[src/rtl/ls_7404_if.sv]
// ls_7404_if: inverter channel bundle with registered observation outputs
interface ls_7404_if;
  logic [5:0]  a;
  logic [5:0]  y;
  logic [5:0]  y_q;
  logic [5:0]  y_chg;
  logic [15:0] tcount;
  modport master (output a, input y, y_q, y_chg, tcount);
  modport slave (input a, output y, y_q, y_chg, tcount);
endinterface

[src/rtl/ls_7404.sv]
// ls_7404: hex inverter with clocked shadow register, edge flags and transition counter
module ls_7404 (
  input logic     clk,
  input logic     rst,
  ls_7404_if.slave bus
);
  logic [5:0]  inv;
  logic [5:0]  diff;
  logic [5:0]  y_q;
  logic [5:0]  y_chg;
  logic [15:0] tcount;
  // Kept free of clk/rst so the gates work with those pins floating
  assign inv = ~bus.a;
  assign bus.y = inv;
  assign diff = y_q ^ inv;
  always_ff @(posedge clk) begin
    if (rst) begin
      y_q <= 6'h3f;
      y_chg <= 6'h00;
      tcount <= 16'h0000;
    end else begin
      y_q <= inv;
      y_chg <= diff;
      tcount <= (|diff && tcount != 16'hffff) ? tcount + 16'd1 : tcount;
    end
  end
  assign bus.y_q = y_q;
  assign bus.y_chg = y_chg;
  assign bus.tcount = tcount;
endmodule

[src/flat_wrapper.sv]
// flat-port wrapper written by rule: the top's interface ports become plain ports
module ls_7404_flat 
  (clk, rst, bus_a, bus_y, bus_y_q, bus_y_chg, bus_tcount);
  ls_7404_if bus_i ();
  input logic clk;
  input logic rst;
  input wire logic [$bits(bus_i.a)-1:0] bus_a;
  output wire logic [$bits(bus_i.y)-1:0] bus_y;
  output wire logic [$bits(bus_i.y_q)-1:0] bus_y_q;
  output wire logic [$bits(bus_i.y_chg)-1:0] bus_y_chg;
  output wire logic [$bits(bus_i.tcount)-1:0] bus_tcount;
  assign bus_i.a = bus_a;
  assign bus_y = bus_i.y;
  assign bus_y_q = bus_i.y_q;
  assign bus_y_chg = bus_i.y_chg;
  assign bus_tcount = bus_i.tcount;
  ls_7404 u_core (.clk(clk), .rst(rst), .bus(bus_i));
endmodule
[config.mk]
export PLATFORM = sky130hd
export DESIGN_NAME = ls_7404_flat
export DESIGN_NICKNAME = d
export VERILOG_FILES = /design/src/rtl/ls_7404_if.sv /design/src/rtl/ls_7404.sv /design/src/flat_wrapper.sv
export SDC_FILE = /design/constraint.sdc
export NUM_CORES = 1
export LEC_CHECK = 0
export CAP_MARGIN = 20
export CELL_PAD_IN_SITES_DETAIL_PLACEMENT = 0
export CELL_PAD_IN_SITES_GLOBAL_PLACEMENT = 1
export CORE_MARGIN = 2
export CORE_UTILIZATION = 30
export CTS_BUF_LIST = sky130_fd_sc_hd__clkbuf_4 sky130_fd_sc_hd__clkbuf_8
export DETAILED_ROUTE_END_ITERATION = 10
export GPL_ROUTABILITY_DRIVEN = 0
export PLACE_DENSITY_LB_ADDON = 0.1
export SLEW_MARGIN = 20
export SYNTH_ARGS = -nofsm -noshare
export SYNTH_HDL_FRONTEND = slang
export SYNTH_SLANG_ARGS = --single-unit
[constraint.sdc]
create_clock -name clk -period 1.8 [get_ports clk]
set_input_delay 0.27 -clock clk [delete_from_list [all_inputs] [get_ports clk]]
set_output_delay 0.27 -clock clk [all_outputs]
set_load 0.02 [all_outputs]
==> impl_results.rst <==
.. list-table::
   :header-rows: 1

   * - Metric
     - Value
   * - Most congested layer reported by global routing
     - met2
   * - Most frequently used flop master after synthesis
     - sky130_fd_sc_hd__dfxtp_1
   * - Leak pwr
     - about 0.76 nW
   * - Placed cell count
     - between 200 and 250
   * - All-Layer GR Usage
     - between 10% and 20%
   * - Yosys top cell area share
     - a little under half
   * - Clock sink count
     - 28
   * - Sequential cell area fraction in the yosys report
     - between 40% and 50%
   * - Cell Pwr Density
     - between 700 and 800 mW/mm²
   * - Type of the tightest min-delay check
     - in -> reg
   * - HPWL after DPL
     - around 2300 µm
   * - Total number of yosys warnings
     - 0
   * - Wirelength, routed
     - ~3000 µm
   * - Clock tree from TritonCTS
     - built
   * - Clock Pin Slew Worst Setup and Hold Paths
     - ~0.10 ns
   * - Final total power
     - about 1.4 mW
   * - Cell chosen for the clock root
     - sky130_fd_sc_hd__clkbuf_8
   * - Detail-routed via count per cell
     - around 4.8
   * - Sequential share of power
     - around 48%
   * - Fin crit share
     - 97.7%
   * - Cell mode on critical path
     - sky130_fd_sc_hd__clkdlybuf4s50_1
   * - Worst-skew pair later-pin latency
     - ~0.28 ns
   * - Num ports
     - 42
   * - Buffer count from post-CTS setup fixing
     - 0
   * - Initial core utilization
     - 30.8%
   * - Register bit count reported by yosys
     - 28
   * - Number of enable-type register cells in the synthesized netlist
     - 0
   * - GRT Residual Overflow
     - 0
   * - # setup viols final
     - 0
   * - Growth of design area from synthesis to finish
     - 59.0%
   * - Post-Syn Instances
     - approximately 140
   * - Count of maximum capacitance violations
     - 0
   * - Initial DRC count
     - a little over 40
   * - # H-tree levels
     - 1
   * - Core outline area
     - just under 0.004 mm²
   * - Outcome
     - finished, final reports clean
   * - Area leader, netlist
     - sky130_fd_sc_hd__dfxtp_1
   * - Initial antenna violation count
     - 0
   * - CTS Hold Bufs
     - 0
   * - Die area
     - between 0.004 and 0.005 mm²
   * - Part of the total power dissipated in combinational logic
     - 15.1%
   * - Remaining design rule violation count
     - 0
   * - Routed wire length per instance
     - about 12 µm
   * - Top fanout value on the critical path
     - 2
   * - Post-route worst setup slack
     - 0.0415 ns
   * - Fraction of registers with async set or reset after synthesis
     - 0%
   * - Category of the worst setup path capture point
     - output port
   * - Distinct cells, synth
     - 32
   * - Ratio of cells with drive above 1 in the final layout
     - roughly 24%
   * - Met1 Track Usage GR
     - between 10% and 20%
   * - Worst path arrival time
     - 1.49 ns
   * - Number of buffers inserted by port buffering
     - 41
   * - Synthesized cell area
     - between 0.001 and 0.0015 mm²
   * - Max_slew headroom
     - around four fifths
   * - Std cell rows
     - 23
   * - First-pass DRT Iterations
     - 4
   * - Worst IR drop on VDD
     - between 0.4 and 0.5 mV
   * - Total of cells resized after clock tree synthesis
     - 0
   * - Worst setup path class
     - in -> out
   * - Mean instance size in the synthesized netlist
     - 8.87 µm²
   * - Setup slack at placement
     - -0.231 ns
   * - Deepest clock path buffer count
     - 2
   * - Overall via count from detail_route
     - 1169
   * - Synth top area cells
     - sky130_fd_sc_hd__dfxtp_1 46%, sky130_fd_sc_hd__xor2_1 5.0%, sky130_fd_sc_hd__nor2_1 4.0%
   * - Met2 routing resource usage after global routing
     - between 20% and 30%
   * - Number of nets in the finished design
     - about 210
   * - X dimension of the die
     - ~68 µm
   * - Internal cell power
     - 1.05 mW
   * - FMAX
     - about 570 MHz
   * - Switching component of the power
     - between 0.3 and 0.4 mW
   * - Vias in the first global route
     - 1086
   * - CP max stage delay
     - just under 0.6 ns
   * - RSZ-0062 raised after global routing
     - true
   * - Pin count of the biggest net entering global routing
     - 17
   * - Endpoints failing hold
     - 0
   * - Buffers and inverters on the worst path
     - 4
   * - Kind of cell with the highest combined delay on the critical path
     - buffers and inverters
   * - Data required, critical path
     - 1.53 ns
   * - Antenna Cells
     - 0
   * - Clk_skew
     - ~0.0074 ns
   * - Routed Antenna Nets
     - 0
   * - Worst Max-Slew Pin Slew
     - ~0.3 ns
   * - Minimum clock period
     - approximately 1.8 ns
   * - Filler-free cell count of the finished design
     - between 200 and 250
   * - Type of origin of the critical path
     - primary input
   * - Worst path slowest cell
     - sky130_fd_sc_hd__clkdlybuf4s50_1
   * - Global-route wire length before repair
     - about 4900 µm
   * - Share of total power consumed by net switching
     - between 20% and 30%
   * - TritonCTS Buffers
     - 3
   * - Clock network fraction of total power
     - between 30% and 40%
   * - Die Height
     - 67.6 µm
   * - Cell breakdown of the critical path
     - clkdlybuf4s50_1 > buf_4 > inv_1 > clkdlybuf4s50_1
   * - Nets in the synthesized netlist
     - between 100 and 150
   * - Met3 track demand over resource in global routing
     - roughly 2%
   * - Pins over their slew limit
     - 0
==> flip-flops by register name (all words and copies together), names as in the netlist <==
signal,flops
u_core.bus.y_chg,6
u_core.bus.y_q,6
u_core.bus.tcount,16
==> worst register-to-register path, delay by kind of cell (launching register included) <==
kind	cells	cell delay (ns)
AO/OA/AOI/OAI	1	0.12
flip-flops	1	0.38
AND/OR/NAND/NOR	3	0.78
multiplexers	1	0.18
buffers and inverters	1	0.18
==> cells in the mapped netlist (all sizes together) (3+ instances only) <==
cell type	number
xor2	7
or3	5
nand2	8
dfxtp	28
inv	8
or4	6
a21oi	9
nand4	5
nand2b	6
nor2	13
nand3	7
buf	3
nor2b	3
clkbuf	3
o21ai	7
o31ai	4
==> final cells by class <==
class | instances | area (µm²)
multi-input combinational | 95 | 606
clock buffer | 3 | 41.3
inverter | 8 | 30.0
clock inverter | 1 | 30.0
sequential | 28 | 588
timing repair buffer | 61 | 574
tap | 50 | 62.6
fill | 374 | 2010
==> path summary, 6_finish.rpt <==
kind                          from                     to  slack, ns  cells past startpoint
max                       bus_a[2]               bus_y[2]       0.04                      4
min                       bus_a[3]    u_core.bus.y_chg[3]       0.32                      3
max reg2reg   u_core.bus.tcount[4]   u_core.bus.tcount[1]       0.07                      6
min reg2reg  u_core.bus.tcount[15]  u_core.bus.tcount[15]       0.50                      2
==> placed cells by master (no fill, tap or decap), types with 2 or more instances in the layout <==
| cell | n |
|---|---|
| sky130_fd_sc_hd__dfxtp_1 | 14 |
| sky130_fd_sc_hd__nand3_1 | 7 |
| sky130_fd_sc_hd__nand2b_1 | 6 |
| sky130_fd_sc_hd__a21oi_1 | 9 |
| sky130_fd_sc_hd__clkdlybuf4s50_1 | 37 |
| sky130_fd_sc_hd__nor3_1 | 2 |
| sky130_fd_sc_hd__or4_1 | 5 |
| sky130_fd_sc_hd__or3_1 | 5 |
| sky130_fd_sc_hd__xor2_1 | 5 |
| sky130_fd_sc_hd__nand4_1 | 4 |
| sky130_fd_sc_hd__nand2_1 | 8 |
| sky130_fd_sc_hd__o21ai_0 | 6 |
| sky130_fd_sc_hd__o31ai_1 | 4 |
| sky130_fd_sc_hd__mux2i_1 | 2 |
| sky130_fd_sc_hd__inv_1 | 8 |
| sky130_fd_sc_hd__buf_4 | 19 |
| sky130_fd_sc_hd__nor4_1 | 2 |
| sky130_fd_sc_hd__dfxtp_4 | 4 |
| sky130_fd_sc_hd__dfxtp_2 | 10 |
| sky130_fd_sc_hd__xor2_2 | 2 |
| sky130_fd_sc_hd__nor2b_1 | 3 |
| sky130_fd_sc_hd__nor2_1 | 12 |
| sky130_fd_sc_hd__dlymetal6s2s_1 | 4 |
| sky130_fd_sc_hd__clkbuf_8 | 3 |
==> per-stage QoR <==
stage          utilization, %  area [µm²]  setup TNS (ns)  hold slack [ns]
4_1_cts                  48.1        1900               0            0.502
3_5_place_dp             46.3        1830           -2.05            0.483
2_1_floorplan               -        1240        -0.00809            0.344
5_1_grt                  49.0        1930         -0.0357            0.335
3_3_place_gp             46.3        1830           -1.99            0.474
6_report                 49.0        1930               0            0.322
==> cells by family after synthesis <==
family          after synthesis  synth area share, %
simple gates                 61                 27.8
mux                           4                 3.50
fa+ha+maj                     1                 1.03
compound gates               22                 10.8
xor+xnor                      7                 5.05
buf+inv                      14                 5.66
flops                        28                 46.1
==> routing by layer <==
metal / share of wire [%] / vias to the layer above
met5: 0 / -
met4: 1.3 / 0
met3: 4.8 / 4
met2: 46 / 27
met1: 47 / 539
li1: - / 599
==> power groups by stage <==
stage | Sequential (mW) | Clock, mW | Combinational [mW]
floorplan | 0.704 | 0 | 0.0604
global placement | 0.672 | 0 | 0.205
detailed placement | 0.673 | 0 | 0.206
CTS | 0.659 | 0.512 | 0.207
global route | 0.661 | 0.532 | 0.223
finish | 0.657 | 0.499 | 0.206
Power figures use the tool's default switching activity.
